<file path="config.mk">
export PLATFORM = sky130hd
export DESIGN_NAME = ex_stage
export DESIGN_NICKNAME = d
export VERILOG_FILES = /design/src/rtl/ex_stage.sv
export SDC_FILE = /design/constraint.sdc
export NUM_CORES = 1
export LEC_CHECK = 0
export CORE_MARGIN = 4
export CORE_UTILIZATION = 40
export DETAILED_ROUTE_END_ITERATION = 8
export PLACE_DENSITY_LB_ADDON = 0.08
export RECOVER_POWER = 100
export SYNTH_ARGS = -nofsm -noshare
export SYNTH_HDL_FRONTEND = slang
export SYNTH_SLANG_ARGS = --single-unit
</file>
<file path="constraint.sdc">
create_clock -name clk -period 6.5 [get_ports clk]
set_input_delay 1.3 -clock clk [delete_from_list [all_inputs] [get_ports clk]]
set_output_delay 1.3 -clock clk [all_outputs]
set_load 0.05 [all_outputs]
</file>
<file path="src/rtl/ex_stage.sv">
// Execute stage: single-cycle ALU plus an optional iterative MUL/DIVU/REMU unit.
// Define EX_MULDIV_EN to build the 33-cycle multiply/divide FSM; otherwise ops 11-13 are illegal.
module ex_stage (
   input  logic        clk,
   input  logic        reset,
   input  logic        stall,
   input  logic        flush,
   input  logic        id_en,
   input  logic [31:0] id_pc,
   input  logic [3:0]  id_alu_op,
   input  logic [31:0] id_alu_in_0,
   input  logic [31:0] id_alu_in_1,
   input  logic [1:0]  id_mem_op,
   input  logic [31:0] id_mem_wr_data,
   input  logic [4:0]  id_rd_addr,
   input  logic        id_gpr_we_,
   input  logic [2:0]  id_exp_code,
   output logic [31:0] fwd_data,
   output logic        ex_busy,
   output logic        ex_en,
   output logic [31:0] ex_pc,
   output logic [1:0]  ex_mem_op,
   output logic [31:0] ex_mem_wr_data,
   output logic [4:0]  ex_rd_addr,
   output logic        ex_gpr_we_,
   output logic [2:0]  ex_exp_code,
   output logic [31:0] ex_out
);

   typedef enum logic [3:0] {
      OP_NOP, OP_ADD, OP_SUB, OP_AND, OP_OR, OP_XOR, OP_SLL, OP_SRL, OP_SRA,
      OP_SLT, OP_SLTU, OP_MUL, OP_DIVU, OP_REMU
   } alu_op_e;

   typedef struct packed {
      logic        en;
      logic [31:0] pc;
      logic [1:0]  mem_op;
      logic [31:0] mem_wr_data;
      logic [4:0]  rd_addr;
      logic        gpr_we_;
      logic [2:0]  exp_code;
      logic [31:0] out;
   } ex_reg_t;

   localparam logic [2:0] EXP_ILLEGAL = 3'h2;
   localparam ex_reg_t EX_RESET = '{en: 1'b0, pc: '0, mem_op: '0, mem_wr_data: '0,
                                    rd_addr: '0, gpr_we_: 1'b1, exp_code: '0, out: '0};

   ex_reg_t     cur, nxt, from_id, bubble, multi_done;
   logic [31:0] alu_out;
   logic        op_multi, op_illegal, issue, in_busy, final_step;

`ifdef EX_MULDIV_EN
   assign op_multi   = id_alu_op inside {OP_MUL, OP_DIVU, OP_REMU};
   assign op_illegal = id_alu_op > OP_REMU;
`else
   assign op_multi   = 1'b0;
   assign op_illegal = id_alu_op > OP_SLTU;
`endif

   assign issue = !in_busy && id_en && op_multi;

   // NOTE: every always_comb output gets a full default first, so no path can infer a latch.
   always_comb begin
      alu_out = '0;
      case (id_alu_op)
         OP_NOP:  alu_out = id_alu_in_1;
         OP_ADD:  alu_out = id_alu_in_0 + id_alu_in_1;
         OP_SUB:  alu_out = id_alu_in_0 - id_alu_in_1;
         OP_AND:  alu_out = id_alu_in_0 & id_alu_in_1;
         OP_OR:   alu_out = id_alu_in_0 | id_alu_in_1;
         OP_XOR:  alu_out = id_alu_in_0 ^ id_alu_in_1;
         OP_SLL:  alu_out = id_alu_in_0 << id_alu_in_1[4:0];
         OP_SRL:  alu_out = id_alu_in_0 >> id_alu_in_1[4:0];
         OP_SRA:  alu_out = $unsigned($signed(id_alu_in_0) >>> id_alu_in_1[4:0]);
         OP_SLT:  alu_out = {31'd0, $signed(id_alu_in_0) < $signed(id_alu_in_1)};
         OP_SLTU: alu_out = {31'd0, id_alu_in_0 < id_alu_in_1};
         default: alu_out = '0;
      endcase
   end

   always_comb begin
      from_id = '{en: 1'b1, pc: id_pc, mem_op: id_mem_op, mem_wr_data: id_mem_wr_data,
                  rd_addr: id_rd_addr, gpr_we_: id_gpr_we_, exp_code: id_exp_code, out: alu_out};
      if (op_illegal) begin
         from_id.gpr_we_ = 1'b1;
         from_id.out     = '0;
         // An upstream exception outranks the illegal-op code.
         if (id_exp_code == '0) from_id.exp_code = EXP_ILLEGAL;
      end

      bubble          = cur;
      bubble.en       = 1'b0;
      bubble.gpr_we_  = 1'b1;
      bubble.mem_op   = '0;
      bubble.exp_code = '0;
      bubble.out      = '0;

      nxt = cur;
      if (!stall) begin
         if (flush)               nxt = bubble;
         else if (in_busy)        nxt = final_step ? multi_done : bubble;
         else if (!id_en || issue) nxt = bubble;
         else                     nxt = from_id;
      end
   end

   always_ff @(posedge clk or posedge reset) begin
      if (reset) cur <= EX_RESET;
      else       cur <= nxt;
   end

`ifdef EX_MULDIV_EN
   typedef enum logic {S_IDLE, S_BUSY} state_e;

   state_e      state;
   logic [4:0]  step;
   logic [3:0]  m_op;
   logic [31:0] m_a, m_b, m_acc, a_step, acc_step, m_pc, m_wr_data;
   logic [1:0]  m_mem_op;
   logic [4:0]  m_rd;
   logic        m_we_, rem_ge;
   logic [2:0]  m_exp;
   logic [32:0] rem_sh;

   assign in_busy    = (state == S_BUSY);
   assign final_step = (step == 5'd31);
   assign ex_busy    = !reset && (in_busy || issue);

   always_ff @(posedge clk or posedge reset) begin
      if (reset) begin
         state <= S_IDLE;
         step  <= '0;
      end else if (!stall) begin
         if (flush) begin
            state <= S_IDLE;
            step  <= '0;
         end else if (in_busy) begin
            step <= step + 5'd1;
            if (final_step) state <= S_IDLE;
         end else if (issue) begin
            state <= S_BUSY;
            step  <= '0;
         end
      end
   end

   // NOTE: the operand/latch registers carry no reset; issue always loads them before BUSY reads them.
   always_ff @(posedge clk) begin
      if (!stall) begin
         if (issue) begin
            m_op      <= id_alu_op;
            m_a       <= id_alu_in_0;
            m_b       <= id_alu_in_1;
            m_acc     <= '0;
            m_pc      <= id_pc;
            m_mem_op  <= id_mem_op;
            m_wr_data <= id_mem_wr_data;
            m_rd      <= id_rd_addr;
            m_we_     <= id_gpr_we_;
            m_exp     <= id_exp_code;
         end else if (in_busy) begin
            m_a   <= a_step;
            m_acc <= acc_step;
         end
      end
   end

   // MUL adds the shifted multiplicand per set multiplier bit; DIVU/REMU shift the dividend
   // MSB-first into the remainder. A zero divisor naturally yields all-ones and the dividend.
   always_comb begin
      rem_sh   = {m_acc, m_a[31]};
      rem_ge   = rem_sh >= {1'b0, m_b};
      a_step   = m_a;
      acc_step = m_acc + (m_b[step] ? (m_a << step) : '0);
      if (m_op != OP_MUL) begin
         acc_step = rem_ge ? (rem_sh[31:0] - m_b) : rem_sh[31:0];
         a_step   = {m_a[30:0], rem_ge};
      end
      multi_done = '{en: 1'b1, pc: m_pc, mem_op: m_mem_op, mem_wr_data: m_wr_data,
                     rd_addr: m_rd, gpr_we_: m_we_, exp_code: m_exp, out: acc_step};
      if (m_op == OP_DIVU) multi_done.out = a_step;
   end
`else
   assign in_busy    = 1'b0;
   assign final_step = 1'b0;
   assign multi_done = EX_RESET;
   assign ex_busy    = 1'b0;
`endif

   assign fwd_data       = nxt.out;
   assign ex_en          = cur.en;
   assign ex_pc          = cur.pc;
   assign ex_mem_op      = cur.mem_op;
   assign ex_mem_wr_data = cur.mem_wr_data;
   assign ex_rd_addr     = cur.rd_addr;
   assign ex_gpr_we_     = cur.gpr_we_;
   assign ex_exp_code    = cur.exp_code;
   assign ex_out         = cur.out;

endmodule

</file>
# Word-level counts from Yosys, hierarchy flattened
# Index checks and enable logic that the tools add are counted.
# W data, S select, Z words.
# word_totals
reg_bits	108
output_inout_bits	141
# op_classes
add_sub_neg	2
order_cmp	3
n_eq_ne	10
shifts	3
muxes	6
n_bitwise	5
n_reduce_logical	3
# ops
cell	n
$pmux W32 S11	1
$mux W108	2
$lt A32 B32 Y1	2
$mux W36	1
$add A32 B32 Y32	1
$and A32 B32 Y32	1
$mux W32	1
$or A32 B32 Y32	1
$shl A32 B5 Y32	1
$shr A32 B5 Y32	1
$sshr A32 B5 Y32	1
$sub A32 B32 Y32	1
$xor A32 B32 Y32	1
$eq A4 B3 Y1 const B	4
$eq A4 B4 Y1 const B	3
$eq A4 B2 Y1 const B	2
$eq A4 B1 Y1 const B	1
$gt A4 B4 Y1 const B	1
$logic_not A4 Y1	1
$logic_not A3 Y1	1
$mux W3	1
$reduce_and A3 Y1	1
$not A1 Y1	2

# Logic depth before layout (Yosys ltp)
# logic_depth
word_depth	6
ltp_mapped	16

# Least setup slack after synthesis
# OpenSTA, ideal clock, no wires.
# synth_path
path_kind	in2out
startpoint	input port id_alu_in_1[2]
endpoint	output port fwd_data[0]
t_arrival_ps	5809
required_time_ps	5200
setup_slack_ps	-609
path_stages	15
path_buffers	4
path_cell_list	buf_2 -> clkinv_1 -> buf_1 -> buf_1 -> ha_1 -> buf_2 -> nor2b_1 -> o21ai_0 -> a21oi_1 -> o21ai_1 -> a221o_2 -> o21ba_1 -> o21a_1 -> o21ai_0 -> o311ai_0
# synth_via
elab_chain_cells	6
elab_cells_between_ends	10
cone_classes	order compare (2); shift (3); mux (5)
# synth_lines
element	line	text
start: declaration	12	input logic [31:0] id_alu_in_1,
$lt A32 B32 Y1 (tied with other cells)	78	OP_SLTU: alu_out = {31'd0, id_alu_in_0 < id_alu_in_1};
$pmux W32 S11 (*)	67	case (id_alu_op)
$mux W36 (*)	86	if (op_illegal) begin
$mux W108 (*)	104	else if (!id_en || issue) nxt = bubble;
$mux W108 (*)	102	if (flush) nxt = bubble;
$mux W32 (*)	101	if (!stall) begin
end: declaration	18	output logic [31:0] fwd_data,
# Mark *: on every way between the ends. The rest lies on a longest branch, timed or not.

# Worst setup path after layout
# layout_path
startpoint	input port id_alu_op[2]
endpoint	output port fwd_data[7]
# layout_via
elab_chain_cells	6
elab_cells_between_ends	17
cone_classes	order compare (1); eq/ne (10); mux (5); reduce/logical (1)
# layout_lines
element	line	text
start: declaration	10	input logic [3:0] id_alu_op,
$eq A4 B4 Y1 (tied with other cells)	67	
$pmux W32 S11	67	
$mux W36 (*)	86	
$mux W108 (*)	104	
$mux W108 (*)	102	
$mux W32 (*)	101	
# Marked as above.

==> results.py <==
metrics = {
    "outcome": {
        "status": "finished, violations left",
        "violations": "capacitance limit, slew limit",
    },
    "timing": {
        "hold_viol_final": 0,
        "rsz0062_at_grt": "no",
        "fmax_mhz": 157,
        "fin_crit_ns": 6.37,
        "fin_crit_sh": 0.981,
        "fin_ws_ns": 0.125,
        "setup_violations": 0,
        "relSlewSlack": -1.61,
        "maxSlewViolCount": 129,
        "fin_skew_ns": 0,
        "setup_tns_ns": 0,
        "tightest_slew_ns": 3.92,
    },
    "synth": {
        "syn-mean-instance-area_um2": 8.30,
        "ys.flop_type": "dfrtp_1",
        "synth_cell_types": 86,
        "synth-edff-count": 0,
        "synthCells": 1575,
        "synth_top_family_by_area": "compound AO/OA/AOI/OAI gates",
        "synth-seq-area-share": 0.207,
        "synthesis.area_mm2": 0.0131,
        "synthAdderAreaFrac": 0.103,
        "synthMuxAreaShare": 0.188,
        "syn_nets": 1829,
        "synthSimpleGateAreaFrac": 0.146,
        "synthXorXnorAreaFrac": 0.00737,
        "ys_ff_latch": 108,
        "async_flop_share": 1.00,
        "yosys_warnings": 0,
        "synth-compound-area-share": 0.276,
    },
    "clock_tree": {
        "cts.sinks": 108,
        "h-tree-depth": 3,
        "cts_inserted_buffers": 9,
        "cts-root-buf": "clkbuf_16",
        "clk_path_buf_depth": 2,
        "insertion_delay_ns": 0.35,
        "cts.clk_slew.worst_paths_ns": 0.07,
        "cts_tree": "yes",
    },
    "worst_setup_path": {
        "crit_required_ns": 5.20,
        "arrival_ns": 5.07,
        "endpoint_kind": "output port",
        "worstPathMaxFanout": 15,
        "critical_path_class": "in -> out",
        "start_kind": "input port",
    },
    "floorplanning": {
        "fp.dieH_um": 189,
        "core_mm2": 0.0319,
        "fp.dieW_um": 189,
        "initial_utilization": 0.410,
        "dieArea_mm2": 0.0356,
        "ios": 289,
        "rows": 65,
    },
    "grt": {
        "first_global_vias": 13500,
        "grt_pass1_wl_um": 88300,
        "overflow": 0,
        "grtUsageTotal": 0.320,
        "grt_max_degree": 76,
        "antenna_found_initial": 2,
    },
    "power_and_ir_drop": {
        "p_clk_frac": 0.171,
        "switchingPower_mw": 1.37,
        "switching_share": 0.456,
        "p_leak_nw": 7.33,
        "ir_drop_uv": 130,
        "p_int_mw": 1.64,
        "seqPwrFrac": 0.268,
        "p_comb_frac": 0.561,
        "powerDensity_mw_per_mm2": 176,
    },
    "detailed_routing": {
        "vias_per_cell": 6.28,
        "wirelength_um": 59700,
        "drtIter0Drc": 1825,
        "drc_errors": 0,
        "drt_first_pass_iters": 7,
        "drtAntennaViolNets": 0,
        "dr_total_vias": 14500,
        "wl_per_cell_um": 25.9,
    },
    "final_layout": {
        "layout_common_cells": "nor2_1 (141), clkdlybuf4s50_1 (138), a21oi_1 (128), nand2_1 (124), dlygate4sd3_1 (112)",
        "areaGrowthSynthToFinish_pct": 31.4,
        "nNetsFinal": 2115,
        "mostFrequentLayoutCell": "nor2_1",
        "drive_gt1_frac": 0.174,
    },
    "placement": {
        "hpwl_um": 48000,
        "globalplace.congestion": 1.04,
        "portBuffers": 287,
        "place_ws_ns": 0.147,
    },
    "job": {
        "cap_violations": 2,
    },
    "worst_hold_path": {
        "hp-class": "reg -> reg",
    },
}
worst max-delay path, stage by stage:
cell             delay [ns]
clkdlybuf4s50_1        0.55
buf_4                  0.29
nor2b_1                0.34
and2_0                 0.79
clkbuf_2               0.45
a221o_1                0.29
a221oi_1               0.07
o21ai_0                0.26
a21oi_1                0.08
o21ai_0                0.22
clkdlybuf4s15_2        0.42
cells by family after synthesis:
logic type,count (synthesis)
flops,108
mux,178
fa+ha+maj,106
other cells,1
simple gates,414
xor+xnor,11
compound gates,527
buf+inv,230
power by group through the flow:
stage,Sequential [mW],Combinational (mW),Clock (mW)
global route,0.822,1.78,0.559
global placement,0.821,1.70,0
finish,0.809,1.69,0.515
detailed placement,0.827,1.71,0
CTS,0.814,1.71,0.531
floorplan,1.16,0.703,0
path summary, 6_finish.rpt:
path / cells past startpoint / start / slack [ns] / to
min: 2 / ex_gpr_we_ / 0.47 / ex_gpr_we_
max in group asynchronous: 3 / reset / 2.31 / ex_en
max reg2reg: 7 / ex_out[28] / 4.29 / ex_out[28]
max: 11 / id_alu_op[2] / 0.13 / fwd_data[7]
min reg2reg: 2 / ex_gpr_we_ / 0.47 / ex_gpr_we_
min in group asynchronous: 2 / reset / 1.99 / ex_mem_wr_data[26]
synth_stat cells (12+ instances only):
| cell | count | area, µm² |
|---|---|---|
| a22oi_1 | 23 | 173 |
| nand3_1 | 23 | 115 |
| mux2i_1 | 38 | 380 |
| buf_2 | 15 | 75.1 |
| nor2_1 | 141 | 529 |
| ha_1 | 104 | 1300 |
| nand2_1 | 124 | 465 |
| nor2b_1 | 12 | 75.1 |
| clkbuf_1 | 93 | 349 |
| a221oi_1 | 30 | 263 |
| nand4_1 | 15 | 93.8 |
| a221o_1 | 12 | 120 |
| mux4_2 | 45 | 1010 |
| a211oi_1 | 26 | 195 |
| inv_1 | 102 | 383 |
| o31ai_1 | 12 | 90.1 |
| o21bai_1 | 15 | 113 |
| o211ai_1 | 26 | 195 |
| a31oi_1 | 15 | 93.8 |
| a21o_1 | 15 | 113 |
| nor3_1 | 27 | 135 |
| o21ai_0 | 107 | 536 |
| dfrtp_1 | 107 | 2680 |
| mux2_2 | 95 | 1070 |
| a21oi_1 | 128 | 641 |
stage by stage:
stage | utilization | instances | instance area [µm²] | power, mW | hold WS (ns)
floorplan | - | 1575 | 13100 | 1.87 | 0.574
global placement | 0.534 | 2283 | 17000 | 2.52 | 0.451
detailed placement | 0.534 | 2283 | 17000 | 2.53 | 0.463
CTS | 0.542 | 2298 | 17300 | 3.05 | 0.475
global route | 0.539 | 2301 | 17200 | 3.16 | 0.504
finish | 0.539 | 2302 | 17200 | 3.02 | 0.470
per-layer routing:
metal	wire length, µm	global-route usage
met1	25700	0.462
met2	26200	0.490
met3	6310	0.0660
met4	1510	0.0835
met5	0	0
repair_timing:
item,CTS,global route
setup buffers,0,2
endpoints found under the setup margin,0,6
gates resized for setup,0,10
hold buffers,0,0
registers in the layout (all words and copies together) (netlist names):
signal	flops
ex_mem_wr_data	32
ex_mem_op	2
ex_pc	32
ex_exp_code	3
ex_rd_addr	5
ex_out	32
ex_gpr_we_	1
ex_en	1
layout make-up:
cell class / count / area, µm²
sequential: 108 / 2700
fill: 3082 / 14700
tap: 435 / 544
timing repair buffer: 401 / 3760
multi-input combinational: 1237 / 9500
inverter: 104 / 392
antenna: 2 / 5.00
clock inverter: 6 / 50.0
clock buffer: 9 / 225
Power figures use the tool's default switching activity.
